===== src/rtl/bus_region_pkg.sv =====
// Shared types and default region table for the bus region controller.
package bus_region_pkg;

    localparam int unsigned DEF_ADDR_W      = 20;
    localparam int unsigned DEF_NUM_REGIONS = 4;
    localparam int unsigned DEF_WS_W        = 3;

    typedef logic [DEF_ADDR_W-1:0] addr_t;

    typedef enum logic [2:0] {
        IDLE,
        DECODE,
        STROBE,
        WAIT,
        ACTIVE
    } state_e;

    // Index 0 is the rightmost element of each table.
    localparam addr_t [DEF_NUM_REGIONS-1:0] DEF_REGION_BASE =
        {20'h01C00, 20'h0FF00, 20'h00000, 20'h80000};
    localparam addr_t [DEF_NUM_REGIONS-1:0] DEF_REGION_MASK =
        {20'h0FE00, 20'h0FFF0, 20'h80000, 20'h80000};
    localparam logic [DEF_NUM_REGIONS-1:0] DEF_REGION_IOM = 4'b1100;
    localparam logic [DEF_NUM_REGIONS-1:0][DEF_WS_W-1:0] DEF_REGION_WS =
        {3'd2, 3'd1, 3'd0, 3'd0};

endpackage


===== src/rtl/bus_region_ctrl_if.sv =====
// CPU-side bus pins and controller outputs of the bus region controller.
interface bus_region_ctrl_if #(
    parameter int unsigned ADDR_W      = 20,
    parameter int unsigned NUM_REGIONS = 4
);
    logic                   ALE;
    logic [7:0]             AD;
    logic [ADDR_W-9:0]      A;
    logic                   IOM;
    logic                   RD;
    logic                   WR;
    logic [ADDR_W-1:0]      Address;
    logic [NUM_REGIONS-1:0] CS_N;
    logic                   READY;
    logic                   MISS;
    logic                   PROT_ERR;
    logic                   TIMEOUT_ERR;

    modport master (
        output ALE, AD, A, IOM, RD, WR,
        input  Address, CS_N, READY, MISS, PROT_ERR, TIMEOUT_ERR
    );

    modport slave (
        input  ALE, AD, A, IOM, RD, WR,
        output Address, CS_N, READY, MISS, PROT_ERR, TIMEOUT_ERR
    );
endinterface


===== src/rtl/region_match.sv =====
// Combinational base/mask/space compare for one decoded region.
module region_match #(
    parameter int unsigned       ADDR_W = 20,
    parameter logic [ADDR_W-1:0] BASE   = '0,
    parameter logic [ADDR_W-1:0] MASK   = '0,
    parameter logic              IOM    = 1'b0
) (
    input  logic [ADDR_W-1:0] addr,
    input  logic              iom,
    output logic              hit
);
    assign hit = ((addr & MASK) == (BASE & MASK)) && (iom == IOM);
endmodule


===== src/rtl/bus_region_ctrl.sv =====
// 8088-style address latch, region chip-select decode and wait-state sequencer.
// Optional strobe watchdog enabled by defining BUS_TIMEOUT_EN.
module bus_region_ctrl
    import bus_region_pkg::*;
#(
    parameter int unsigned ADDR_W      = DEF_ADDR_W,
    parameter int unsigned NUM_REGIONS = DEF_NUM_REGIONS,
    parameter int unsigned WS_W        = DEF_WS_W,
    parameter logic [NUM_REGIONS-1:0][ADDR_W-1:0] REGION_BASE = DEF_REGION_BASE,
    parameter logic [NUM_REGIONS-1:0][ADDR_W-1:0] REGION_MASK = DEF_REGION_MASK,
    parameter logic [NUM_REGIONS-1:0]             REGION_IOM  = DEF_REGION_IOM,
    parameter logic [NUM_REGIONS-1:0][WS_W-1:0]   REGION_WS   = DEF_REGION_WS,
    parameter int unsigned TIMEOUT     = 64
) (
    input logic              CLK,
    input logic              RESET,
    bus_region_ctrl_if.slave bus
);
    state_e                 state_q, state_d;
    logic [ADDR_W-1:0]      addr_q, addr_d;
    logic                   iom_q, iom_d;
    logic [NUM_REGIONS-1:0] cs_n_q, cs_n_d;
    logic                   ready_q, ready_d;
    logic                   miss_q, miss_d;
    logic                   prot_q, prot_d;
    logic [WS_W-1:0]        wcnt_q, wcnt_d;
    logic [NUM_REGIONS-1:0] hit, sel;
    logic [WS_W-1:0]        sel_ws;
    logic                   strobe;

    assign strobe = !bus.RD || !bus.WR;

    for (genvar i = 0; i < NUM_REGIONS; i++) begin : g_match
        region_match #(
            .ADDR_W (ADDR_W),
            .BASE   (REGION_BASE[i]),
            .MASK   (REGION_MASK[i]),
            .IOM    (REGION_IOM[i])
        ) u_match (
            .addr (addr_q),
            .iom  (iom_q),
            .hit  (hit[i])
        );
    end

    // Scan from the top so the lowest-indexed hit is the one left standing.
    always_comb begin
        sel    = '0;
        sel_ws = '0;
        for (int i = NUM_REGIONS - 1; i >= 0; i--) begin
            if (hit[i]) begin
                sel    = '0;
                sel[i] = 1'b1;
                sel_ws = REGION_WS[i];
            end
        end
    end

`ifdef BUS_TIMEOUT_EN
    localparam int unsigned WdW = $clog2(TIMEOUT + 1);
    logic [WdW-1:0] wdog_q, wdog_d;
    logic           tout_q, tout_d;
`else
    logic unused_timeout;
    assign unused_timeout = ^TIMEOUT;
`endif

    always_comb begin
        state_d = state_q;
        addr_d  = addr_q;
        iom_d   = iom_q;
        cs_n_d  = cs_n_q;
        ready_d = ready_q;
        miss_d  = 1'b0;
        prot_d  = 1'b0;
        wcnt_d  = wcnt_q;
`ifdef BUS_TIMEOUT_EN
        wdog_d  = '0;
        tout_d  = 1'b0;
`endif
        if (bus.ALE) begin
            // ALE aborts whatever cycle is in flight.
            addr_d  = {bus.A, bus.AD};
            iom_d   = bus.IOM;
            cs_n_d  = '1;
            ready_d = 1'b1;
            state_d = DECODE;
        end else begin
            unique case (state_q)
                IDLE: ;
                DECODE: begin
                    cs_n_d  = ~sel;
                    wcnt_d  = sel_ws;
                    miss_d  = ~|hit;
                    state_d = STROBE;
                end
                STROBE: begin
                    if (strobe) begin
                        prot_d = !bus.RD && !bus.WR;
                        if (wcnt_q != '0) begin
                            ready_d = 1'b0;
                            state_d = WAIT;
                        end else begin
                            state_d = ACTIVE;
                        end
                    end
                end
                WAIT: begin
                    if (!strobe) begin
                        ready_d = 1'b1;
                        cs_n_d  = '1;
                        state_d = IDLE;
                    end else begin
                        wcnt_d = wcnt_q - 1'b1;
                        if (wcnt_q == WS_W'(1)) begin
                            ready_d = 1'b1;
                            state_d = ACTIVE;
                        end
                    end
                end
                ACTIVE: begin
                    if (!strobe) begin
                        cs_n_d  = '1;
                        state_d = IDLE;
                    end
                end
                default: begin
                    cs_n_d  = '1;
                    ready_d = 1'b1;
                    state_d = IDLE;
                end
            endcase
`ifdef BUS_TIMEOUT_EN
            if (state_q == WAIT || state_q == ACTIVE) begin
                wdog_d = wdog_q + 1'b1;
                if (wdog_q == WdW'(TIMEOUT - 1)) begin
                    tout_d  = 1'b1;
                    cs_n_d  = '1;
                    ready_d = 1'b1;
                    wdog_d  = '0;
                    state_d = IDLE;
                end
            end
`endif
        end
    end

    always_ff @(posedge CLK) begin
        if (RESET) begin
            state_q <= IDLE;
            addr_q  <= '0;
            iom_q   <= 1'b0;
            cs_n_q  <= '1;
            ready_q <= 1'b1;
            miss_q  <= 1'b0;
            prot_q  <= 1'b0;
            wcnt_q  <= '0;
`ifdef BUS_TIMEOUT_EN
            wdog_q  <= '0;
            tout_q  <= 1'b0;
`endif
        end else begin
            state_q <= state_d;
            addr_q  <= addr_d;
            iom_q   <= iom_d;
            cs_n_q  <= cs_n_d;
            ready_q <= ready_d;
            miss_q  <= miss_d;
            prot_q  <= prot_d;
            wcnt_q  <= wcnt_d;
`ifdef BUS_TIMEOUT_EN
            wdog_q  <= wdog_d;
            tout_q  <= tout_d;
`endif
        end
    end

    assign bus.Address  = addr_q;
    assign bus.CS_N     = cs_n_q;
    assign bus.READY    = ready_q;
    assign bus.MISS     = miss_q;
    assign bus.PROT_ERR = prot_q;
`ifdef BUS_TIMEOUT_EN
    assign bus.TIMEOUT_ERR = tout_q;
`else
    assign bus.TIMEOUT_ERR = 1'b0;
`endif

endmodule

===== src/flat_wrapper.sv =====
// flat-port wrapper written by rule: the top's interface ports become plain ports
module bus_region_ctrl_flat import bus_region_pkg::*;
#(
    parameter int unsigned ADDR_W      = DEF_ADDR_W,
    parameter int unsigned NUM_REGIONS = DEF_NUM_REGIONS,
    parameter int unsigned WS_W        = DEF_WS_W,
    parameter logic [NUM_REGIONS-1:0][ADDR_W-1:0] REGION_BASE = DEF_REGION_BASE,
    parameter logic [NUM_REGIONS-1:0][ADDR_W-1:0] REGION_MASK = DEF_REGION_MASK,
    parameter logic [NUM_REGIONS-1:0]             REGION_IOM  = DEF_REGION_IOM,
    parameter logic [NUM_REGIONS-1:0][WS_W-1:0]   REGION_WS   = DEF_REGION_WS,
    parameter int unsigned TIMEOUT     = 64
)
  (CLK, RESET, bus_ALE, bus_AD, bus_A, bus_IOM, bus_RD, bus_WR, bus_Address, bus_CS_N, bus_READY, bus_MISS, bus_PROT_ERR, bus_TIMEOUT_ERR);
  bus_region_ctrl_if #(.ADDR_W(ADDR_W), .NUM_REGIONS(NUM_REGIONS)) bus_i ();
  input logic CLK;
  input logic RESET;
  input wire logic [$bits(bus_i.ALE)-1:0] bus_ALE;
  input wire logic [$bits(bus_i.AD)-1:0] bus_AD;
  input wire logic [$bits(bus_i.A)-1:0] bus_A;
  input wire logic [$bits(bus_i.IOM)-1:0] bus_IOM;
  input wire logic [$bits(bus_i.RD)-1:0] bus_RD;
  input wire logic [$bits(bus_i.WR)-1:0] bus_WR;
  output wire logic [$bits(bus_i.Address)-1:0] bus_Address;
  output wire logic [$bits(bus_i.CS_N)-1:0] bus_CS_N;
  output wire logic [$bits(bus_i.READY)-1:0] bus_READY;
  output wire logic [$bits(bus_i.MISS)-1:0] bus_MISS;
  output wire logic [$bits(bus_i.PROT_ERR)-1:0] bus_PROT_ERR;
  output wire logic [$bits(bus_i.TIMEOUT_ERR)-1:0] bus_TIMEOUT_ERR;
  assign bus_i.ALE = bus_ALE;
  assign bus_i.AD = bus_AD;
  assign bus_i.A = bus_A;
  assign bus_i.IOM = bus_IOM;
  assign bus_i.RD = bus_RD;
  assign bus_i.WR = bus_WR;
  assign bus_Address = bus_i.Address;
  assign bus_CS_N = bus_i.CS_N;
  assign bus_READY = bus_i.READY;
  assign bus_MISS = bus_i.MISS;
  assign bus_PROT_ERR = bus_i.PROT_ERR;
  assign bus_TIMEOUT_ERR = bus_i.TIMEOUT_ERR;
  bus_region_ctrl #(.ADDR_W(ADDR_W), .NUM_REGIONS(NUM_REGIONS), .WS_W(WS_W), .REGION_BASE(REGION_BASE), .REGION_MASK(REGION_MASK), .REGION_IOM(REGION_IOM), .REGION_WS(REGION_WS), .TIMEOUT(TIMEOUT)) u_core (.CLK(CLK), .RESET(RESET), .bus(bus_i));
endmodule

===== config.mk =====
export PLATFORM = sky130hd
export DESIGN_NAME = bus_region_ctrl_flat
export DESIGN_NICKNAME = d
export VERILOG_FILES = /design/src/rtl/bus_region_pkg.sv /design/src/rtl/bus_region_ctrl_if.sv /design/src/rtl/region_match.sv /design/src/rtl/bus_region_ctrl.sv /design/src/flat_wrapper.sv
export SDC_FILE = /design/constraint.sdc
export NUM_CORES = 1
export LEC_CHECK = 0
export ABC_CLOCK_PERIOD_IN_PS = 3600
export BUFFER_PORTS_ARGS = -buffer_cell sky130_fd_sc_hd__buf_2
export CAP_MARGIN = 20
export CORE_MARGIN = 1
export CORE_UTILIZATION = 45
export DETAILED_ROUTE_END_ITERATION = 16
export PLACE_DENSITY = 0.82
export SYNTH_ARGS = -nofsm -noshare
export SYNTH_HDL_FRONTEND = slang
export SYNTH_SLANG_ARGS = --single-unit

===== constraint.sdc =====
create_clock -name CLK -period 3.6 [get_ports CLK]
set_input_delay 0.72 -clock CLK [delete_from_list [all_inputs] [get_ports CLK]]
set_output_delay 0.72 -clock CLK [all_outputs]
set_load 0.01 [all_outputs]

==> results of run 1 <==
-- power breakdown --
| group | internal (uW) | switching, uW | total (uW) |
|---|---|---|---|
| clock network | 94.6 | 126 | 221 |
| logic | 42.4 | 48.7 | 91.1 |
| registers | 393 | 15.0 | 408 |
-- logic make-up after synthesis --
group / Yosys count / share of synthesized area, %
and+or+nand+nor: 62 / 20.5
DFF: 34 / 45.6
muxes: 23 / 15.4
AOI/OAI and AO/OA: 22 / 10.4
buffers and inverters: 16 / 5.36
adders and majority gates: 3 / 2.51
other: 1 / 0.251
-- registers in the layout, summed over array words and instances (netlist names) --
signal and flops:
u_core.bus.MISS 1, u_core.state_q 3, u_core.bus.CS_N 4, u_core.bus.READY 1
u_core.wcnt_q 3, u_core.bus.Address 20, u_core.iom_q 1, u_core.bus.PROT_ERR 1
-- worst max-delay path: stages --
cell    delay (ns)
buf_2         0.32
or2_1         0.42
or3_4         0.42
or3_1         0.32
o31a_1        0.11
-- metrics by stage --
| step | utilization (%) | cells | worst slack [ns] | total power (uW) | hold WS [ns] |
|---|---|---|---|---|---|
| final | 58.3 | 254 | 1.52 | 720 | 0.503 |
| after global routing | 58.3 | 254 | 1.47 | 755 | 0.518 |
| after CTS | 58.3 | 254 | 1.53 | 725 | 0.501 |
| after detailed placement | 56.3 | 246 | 1.16 | 507 | 0.482 |
| after global placement | 56.3 | 246 | 1.21 | 504 | 0.461 |
| after floorplan | - | 161 | 1.51 | 473 | 0.462 |
-- area by class of cell --
cell class | instances | share of cell area (%)
clock buffers | 7 | 3.04
clock inverters | 1 | 0.277
inverters | 5 | 1.04
multi-input cells | 111 | 40.6
flip-flops and latches | 34 | 37.6
well taps | 44 | 3.04
repair buffers | 52 | 14.4
-- cells in the mapped netlist (3+ instances only) --
library cell / count
inv_1: 5
clkbuf_1: 7
mux2i_1: 23
nor4_1: 3
a21oi_1: 7
ha_1: 3
nand2b_1: 3
and3_1: 3
dfxtp_1: 34
nand2_1: 8
nor2_1: 29
-- path summary, 6_finish.rpt --
check                                                        to                                start
worst min register to register  u_core.bus.CS_N[0]$_SDFFE_PP1P_  u_core.bus.Address[19]$_SDFFE_PP0P_
worst max register to register    u_core.wcnt_q[0]$_SDFFE_PP0P_       u_core.state_q[0]$_SDFFE_PP0P_
worst max-delay path            u_core.bus.CS_N[1]$_SDFFE_PP1P_                              bus_ALE
worst min-delay path            u_core.bus.CS_N[0]$_SDFFE_PP1P_  u_core.bus.Address[19]$_SDFFE_PP0P_
-- layer usage --
layer  track usage (%)  part of all wire, %
met1              22.5                   46
met2              33.2                   45
met3              8.52                  7.1
met4              7.97                  1.7
met5                 0                    0
==> impl_metrics.py, run 1 <==
metrics = {
    "yosys": {
        "ys_seq_area_share_pct": 45.6,
        "ys_warn_count": 0,
        "netlist_area_um2": 1490,
        "synth-edff-count": 0,
        "synth_largest_area_cell": "dfxtp_1",
        "synth_top_area_share_pct": 45.6,
        "ys_ff_latch": 34,
        "synthCells": 161,
        "synth_area_leaders": "dfxtp_1, mux2i_1, nor2_1",
        "synth_fp_nets": 190,
        "ys.flop_type": "dfxtp_1",
        "postSynth.asyncResetShare_pct": 0,
        "yosysUniqueCellTypes": 36,
        "syn_area_per_cell_um2": 9.28,
    },
    "worst_setup_path": {
        "cp_max_fo": 26,
        "startpoint_type": "input pin",
        "worstSetupPathType": "in2reg",
        "cp.required_ns": 3.84,
        "end_kind": "flop",
        "r2r_slack_ns": 2.01,
        "reg2regPathDepth": 4,
        "cp.arrival_ns": 2.31,
    },
    "clocking": {
        "numCtsBuffers": 5,
        "cts_setup_buffers": 0,
        "clkLatencyLatePin_ns": 0.34,
        "clockBufferDepth": 2,
        "cts_tree": "done",
        "htree_levels": 2,
        "clkTransAtPathRegs_ns": 0.10,
        "ctsHoldBuffers": 0,
        "cts.sinks": 34,
        "cts-resized-gates": 0,
        "root_buffer": "clkbuf_4",
    },
    "run_status": {
        "outcome": "finished clean",
    },
    "place": {
        "post_dp_cell_area_um2": 1750,
        "routabilityCongestion": 0.828,
        "portBuffers": 52,
        "dp_hpwl_mm": 2.32,
    },
    "sta": {
        "worstMarginPinSlew_ns": 0.676,
        "fin_tns_setup_ns": 0,
        "relSlewSlack_pct": 54.9,
        "finClkSkew_ns": 0.00572,
        "finalSetupViolCount": 0,
        "drv_slew": 0,
        "finalCriticalPeriod_ns": 2.08,
        "finalHoldViolations": 0,
        "rsz0062_at_grt": "no",
        "period_share_pct": 57.6,
        "max_freq_ghz": 0.482,
    },
    "global_routing": {
        "gr-total-overflow": 0,
        "grt_pass1_wl_mm": 5.07,
        "grt_start_max_net_pins": 28,
        "grt_usage_pct": 20.0,
        "antenna_found_initial": 0,
        "grt_pass1_vias": 1165,
    },
    "die": {
        "die-area_um2": 3550,
        "initial_utilization_pct": 48.1,
        "io-pin-count": 54,
        "die_w_um": 59.6,
        "core_um2": 3100,
        "rows": 20,
        "die_h_um": 59.6,
    },
    "layout": {
        "register_area_um2": 681,
        "diodes": 0,
        "fin_area_um2": 1810,
        "fillCellCount": 309,
        "drive_above_1_share_pct": 28.6,
        "area_delta_synth_final_pct": 21.0,
        "multi_input_area_um2": 733,
        "final_common_cell": "buf_2",
        "nNetsFinal": 238,
        "layout.cells.most_common_list": "buf_2, dfxtp_1, nor2_1",
    },
    "power_and_ir_drop": {
        "peakVddDrop_v": 0.000272,
        "power_density_nw_per_um2": 398,
        "p_leak_uw": 0.000871,
    },
    "worst_hold_path": {
        "hp-class": "reg2reg",
        "hold_depth": 1,
    },
    "job": {
        "maxCapViolCount": 0,
    },
    "drt": {
        "routed_wl_mm": 3.19,
        "drt_first_pass_iters": 4,
        "drt-initial-drc-count": 64,
        "vias_per_cell": 5.16,
        "drcViolationCount": 0,
        "postRouteAntennaNets": 0,
        "wl_per_cell_um": 12.5,
        "via_count": 1310,
    },
}
(Power assumes the default switching activity.)
==> inputs of run 2 (changes only) <==
--- a/config.mk
+++ b/config.mk
@@ -5,13 +5,13 @@
 export SDC_FILE = /design/constraint.sdc
 export NUM_CORES = 1
 export LEC_CHECK = 0
-export ABC_CLOCK_PERIOD_IN_PS = 3600
+export ABC_CLOCK_PERIOD_IN_PS = 1900
 export BUFFER_PORTS_ARGS = -buffer_cell sky130_fd_sc_hd__buf_2
 export CAP_MARGIN = 20
 export CORE_MARGIN = 1
-export CORE_UTILIZATION = 45
+export CORE_UTILIZATION = 44
 export DETAILED_ROUTE_END_ITERATION = 16
-export PLACE_DENSITY = 0.82
+export PLACE_DENSITY = 0.83
 export SYNTH_ARGS = -nofsm -noshare
 export SYNTH_HDL_FRONTEND = slang
 export SYNTH_SLANG_ARGS = --single-unit
==> constraint.sdc (replaced) <==
create_clock -name CLK -period 1.9 [get_ports CLK]
set_input_delay 0.38 -clock CLK [delete_from_list [all_inputs] [get_ports CLK]]
set_output_delay 0.38 -clock CLK [all_outputs]
set_load 0.01 [all_outputs]
==> impl_metrics.py, run 2 (synthesized netlist as in run 1, its figures left out) <==
metrics = {
    "run_status": {
        "outcome": "finished clean",
    },
    "drt": {
        "drt-initial-drc-count": 41,
        "via_count": 1317,
        "drcViolationCount": 0,
        "vias_per_cell": 5.08,
        "postRouteAntennaNets": 0,
        "wl_per_cell_um": 12.0,
        "routed_wl_mm": 3.11,
        "drt_first_pass_iters": 6,
    },
    "die": {
        "rows": 20,
        "initial_utilization_pct": 47.8,
        "core_um2": 3130,
        "die_h_um": 60.3,
        "die_w_um": 60.3,
        "die-area_um2": 3630,
        "io-pin-count": 54,
    },
    "sta": {
        "max_freq_ghz": 0.647,
        "drv_slew": 0,
        "period_share_pct": 81.3,
        "fin_tns_setup_ns": 0,
        "finalSetupViolCount": 0,
        "finClkSkew_ns": 0.00973,
        "rsz0062_at_grt": "no",
        "worst_slack_ns": 0.355,
        "finalHoldViolations": 0,
        "finalCriticalPeriod_ns": 1.54,
    },
    "worst_setup_path": {
        "reg2regPathDepth": 4,
        "crit_chain": "nand2b_1 -> or3_4 -> or3_1 -> o31a_1",
        "cp_max_fo": 10,
        "cp_num_buf_inv": 0,
        "cp.arrival_ns": 1.78,
        "cp.depth": 4,
        "end_kind": "flop",
        "cp.required_ns": 2.14,
        "cpPeakStageDelay_ns": 0.50,
        "startpoint_type": "flop",
        "worstSetupPathType": "reg2reg",
        "cp_top_family": "simple AND/OR/NAND/NOR gates",
        "critPathSlowestCell": "dfxtp_1",
    },
    "clocking": {
        "ctsHoldBuffers": 0,
        "cts-resized-gates": 0,
        "clkTransAtPathRegs_ns": 0.10,
        "cts_tree": "done",
        "numCtsBuffers": 5,
        "clkLatencyLatePin_ns": 0.35,
        "root_buffer": "clkbuf_4",
        "clockBufferDepth": 2,
        "htree_levels": 2,
        "cts_setup_buffers": 0,
        "cts.sinks": 34,
    },
    "power_and_ir_drop": {
        "power_density_nw_per_um2": 774,
        "peakVddDrop_v": 0.000548,
        "p_leak_uw": 0.000905,
    },
    "place": {
        "dp_slack_ns": 0.240,
        "post_dp_cell_area_um2": 1790,
        "dp_hpwl_mm": 2.27,
        "routabilityCongestion": 0.860,
        "portBuffers": 52,
        "dp.cells": 251,
    },
    "global_routing": {
        "gr-total-overflow": 0,
        "grt_pass1_vias": 1170,
        "antenna_found_initial": 0,
        "grt_pass1_wl_mm": 5.02,
        "grt_usage_pct": 19.2,
        "grt_start_max_net_pins": 27,
    },
    "layout": {
        "diodes": 0,
        "fin_area_um2": 1860,
        "nNetsFinal": 243,
        "fin_cells": 259,
        "layout.cells.most_common_list": "buf_2, dfxtp_1, nor2_1",
        "final_common_cell": "buf_2",
        "largest_reg_flops": 20,
        "drive_above_1_share_pct": 30.7,
        "area_delta_synth_final_pct": 24.8,
    },
    "worst_hold_path": {
        "hold_depth": 2,
        "hp-class": "in2reg",
    },
    "job": {
        "maxCapViolCount": 0,
    },
}
[run 2: cell count changes in the layout (fill, tap and decap cells not counted), sizes merged]
cell / previous run / this run
clkinv: 1 / 0
clkbuf: 7 / 8
buf: 52 / 57
[run 2: worst paths after layout]
check	end	start	slack [ns]
worst max-delay path	u_core.bus.CS_N[1]$_SDFFE_PP1P_	u_core.state_q[0]$_SDFFE_PP0P_	0.36
worst min-delay path	u_core.bus.PROT_ERR$_SDFF_PP0_	bus_RD	0.22
worst max register to register	u_core.bus.CS_N[1]$_SDFFE_PP1P_	u_core.state_q[0]$_SDFFE_PP0P_	0.36
worst min register to register	u_core.bus.CS_N[0]$_SDFFE_PP1P_	u_core.bus.Address[19]$_SDFFE_PP0P_	0.49
[run 2: layer usage]
metal,vias to the layer above,GRT usage [%],routed length [um]
li1,666,-,-
met1,598,24.1,1470
met2,47,29.7,1390
met3,6,5.41,189
met4,0,9.97,59
met5,-,0,0
[run 2: worst reg2reg max path, stage by stage (launching register included)]
cell and delay [ns]:
dfxtp_1 0.50, nand2b_1 0.14, or3_4 0.37, or3_1 0.32
o31a_1 0.11
[run 2: report_power, final]
part	switching [uW]	total [uW]	leakage, uW	internal (uW)
clock network	241	494	0.0000446	253
logic	95.0	181	0.000581	86.1
registers	24.9	769	0.000279	744
[run 2: cell type report]
class | instances | area [um2]
clock buffers | 8 | 78.8
fillers | 285 | 1260
inverters | 5 | 18.8
multi-input cells | 111 | 733
flip-flops and latches | 34 | 681
well taps | 44 | 55.1
repair buffers | 57 | 298
[run 2: stage by stage]
stage                     hold WS, ns  total power, uW  util [%]
after floorplan                 0.456              896         -
after global placement          0.469              961      57.1
after detailed placement        0.483              966      57.1
after CTS                       0.200             1460      59.6
after global routing            0.213             1510      59.6
final                           0.218             1440      59.6
==> inputs of run 3 (changes only) <==
--- a/config.mk
+++ b/config.mk
@@ -5,7 +5,8 @@
 export SDC_FILE = /design/constraint.sdc
 export NUM_CORES = 1
 export LEC_CHECK = 0
-export ABC_CLOCK_PERIOD_IN_PS = 1900
+export ABC_AREA = 1
+export ABC_CLOCK_PERIOD_IN_PS = 1350
 export BUFFER_PORTS_ARGS = -buffer_cell sky130_fd_sc_hd__buf_2
 export CAP_MARGIN = 20
 export CORE_MARGIN = 1
==> constraint.sdc (replaced) <==
create_clock -name CLK -period 1.35 [get_ports CLK]
set_input_delay 0.27 -clock CLK [delete_from_list [all_inputs] [get_ports CLK]]
set_output_delay 0.27 -clock CLK [all_outputs]
set_load 0.01 [all_outputs]
==> impl_metrics.py, run 3 <==
metrics = {
    "run_status": {
        "outcome": "finished clean",
    },
    "clocking": {
        "cts.sinks": 34,
        "htree_levels": 2,
        "cts_setup_buffers": 0,
        "clkTransAtPathRegs_ns": 0.10,
        "clockBufferDepth": 2,
        "root_buffer": "clkbuf_4",
        "clkLatencyLatePin_ns": 0.33,
        "numCtsBuffers": 5,
        "cts_tree": "done",
    },
    "yosys": {
        "synth-edff-count": 0,
        "synth-xor-area-share_pct": 0.583,
        "netlist_area_um2": 1500,
        "ys_seq_area_share_pct": 45.3,
        "postSynth.asyncResetShare_pct": 0,
        "yosysUniqueCellTypes": 21,
        "synth.area.mux_share_pct": 0,
        "synth_top_area_share_pct": 45.3,
        "synthCells": 210,
        "ys_ff_latch": 34,
        "yosysMostFrequentCell": "nand2_1",
        "synth-simple-area-share_pct": 33.9,
        "ys.flop_type": "dfxtp_1",
        "synth_compound_area_share_pct": 9.17,
        "synth_common_cells": "nand2_1, dfxtp_1, nand3_1, inv_1",
        "synth_area_leaders": "dfxtp_1, nand2_1, nand3_1",
        "syn_area_per_cell_um2": 7.15,
        "synthAdderAreaFrac_pct": 2.50,
        "synth_fp_nets": 239,
        "ys_warn_count": 0,
        "synth_largest_area_cell": "dfxtp_1",
        "synth_top_family_by_area": "simple AND/OR/NAND/NOR gates",
    },
    "drt": {
        "via_count": 1494,
        "drt-initial-drc-count": 96,
        "routed_wl_mm": 3.33,
        "drt_first_pass_iters": 4,
        "wl_per_cell_um": 10.8,
        "vias_per_cell": 4.83,
        "postRouteAntennaNets": 0,
        "drcViolationCount": 0,
    },
    "sta": {
        "finalSetupViolCount": 0,
        "drv_slew": 0,
        "finalCriticalPeriod_ns": 1.20,
        "finalHoldViolations": 0,
        "fin_tns_setup_ns": 0,
        "worstMarginPinSlew_ns": 0.627,
        "rsz0062_at_grt": "no",
        "finClkSkew_ns": 0.00801,
        "max_freq_ghz": 0.833,
        "worst_slack_ns": 0.149,
        "period_share_pct": 88.9,
        "relSlewSlack_pct": 58.1,
    },
    "place": {
        "routabilityCongestion": 0.925,
        "dp_slack_ns": 0.0963,
        "portBuffers": 52,
        "dp_hpwl_mm": 2.47,
    },
    "die": {
        "core_um2": 3150,
        "initial_utilization_pct": 47.6,
        "die_w_um": 60.4,
        "die_h_um": 60.4,
        "die-area_um2": 3650,
        "io-pin-count": 54,
        "rows": 20,
    },
    "worst_setup_path": {
        "r2r_slack_ns": 0.15,
        "end_kind": "flop",
        "cp.arrival_ns": 1.42,
        "worstSetupPathType": "reg2reg",
        "cp_max_fo": 4,
        "cp.required_ns": 1.57,
        "startpoint_type": "flop",
    },
    "layout": {
        "area_delta_synth_final_pct": 24.3,
        "final_common_cell": "nand2_1",
        "diodes": 0,
        "largest_reg_flops": 20,
        "layout.cells.most_common_list": "nand2_1, buf_2, dfxtp_1",
        "drive_above_1_share_pct": 27.5,
        "nNetsFinal": 294,
    },
    "power_and_ir_drop": {
        "peakVddDrop_v": 0.000639,
        "p_leak_uw": 0.000942,
        "power_density_nw_per_um2": 989,
    },
    "global_routing": {
        "grt_start_max_net_pins": 23,
        "grt_pass1_vias": 1303,
        "met3_usage_pct": 4.90,
        "grt_use_met2_pct": 33.6,
        "use_met1_pct": 25.6,
        "gr-total-overflow": 0,
        "grt_usage_pct": 20.9,
        "grt-busiest-layer": "met2",
        "antenna_found_initial": 0,
        "grt_pass1_wl_mm": 5.62,
    },
    "worst_hold_path": {
        "hp-class": "in2reg",
    },
    "job": {
        "maxCapViolCount": 0,
    },
}
==> run 3: cell count changes after synthesis, sizes merged, moves of 13 or more <==
| cell | change |
|---|---|
| nand3 | +27 |
| mux2i | -23 |
| o21ai | +13 |
| nor2 | -13 |
| nand2 | +49 |
| inv | +20 |
==> run 3: power breakdown <==
part / switching (uW) / total (uW) / leakage [uW] / internal, uW
combinational: 153 / 256 / 0.000632 / 103
clock: 319 / 506 / 0.0000308 / 187
sequential: 32.9 / 1080 / 0.000280 / 1050
==> run 3: kinds of logic after synthesis <==
group                    count (synthesis)
AND/OR/NAND/NOR                        113
buffers and inverters                   32
other                                    1
AO/OA/AOI/OAI                           26
flip-flops                              34
adder cells (fa/ha/maj)                  3
XOR/XNOR                                 1
==> run 3: path summary, 6_finish.rpt <==
path | startpoint | cells after the start | end
max | u_core.wcnt_q[0]$_SDFFE_PP0P_ | 8 | u_core.bus.READY$_SDFFE_PP1P_
min | bus_RD | 2 | u_core.bus.PROT_ERR$_SDFF_PP0_
max reg2reg | u_core.wcnt_q[0]$_SDFFE_PP0P_ | 8 | u_core.bus.READY$_SDFFE_PP1P_
min reg2reg | u_core.bus.Address[16]$_SDFFE_PP0P_ | 2 | u_core.bus.Address[16]$_SDFFE_PP0P_
==> run 3: critical path: stages, from the launching register on <==
cell	delay, ns
dfxtp_1	0.34
inv_1	0.08
ha_1	0.20
inv_1	0.06
nor2_2	0.04
o21ai_1	0.16
nand3_1	0.09
nand2_1	0.06
nand3_1	0.05
==> run 3: cell type report <==
cell class,count,area [um2]
repair buffers,55,283
flip-flops and latches,34,682
inverters,25,93.8
fillers,337,1290
well taps,44,55.1
clock inverters,2,10.0
clock buffers,5,37.5
multi-input cells,144,704
==> run 3: per-layer routing <==
layer,share of wire (%),wire length (um),up-vias
met1,46,1540,656
met4,2.0,65,0
met3,5.2,172,6
li1,-,-,781
met2,47,1550,51
met5,0,0,-
==> run 3: repair_timing <==
item,CTS,global route
resized for setup,0,4
hold buffers,0,0
setup endpoints to repair,0,4
==> run 3: through the flow <==
step                      hold WS, ns  area, um2  util, %  total power (uW)  std cells
after floorplan                 0.339       1500        -              1250        210
after global placement          0.427       1810     57.4              1350        302
after detailed placement        0.432       1810     57.4              1360        302
after CTS                      0.0867       1860     58.9              1860        309
after global routing           0.0880       1870     59.2              1960        309
final                           0.102       1870     59.2              1840        309
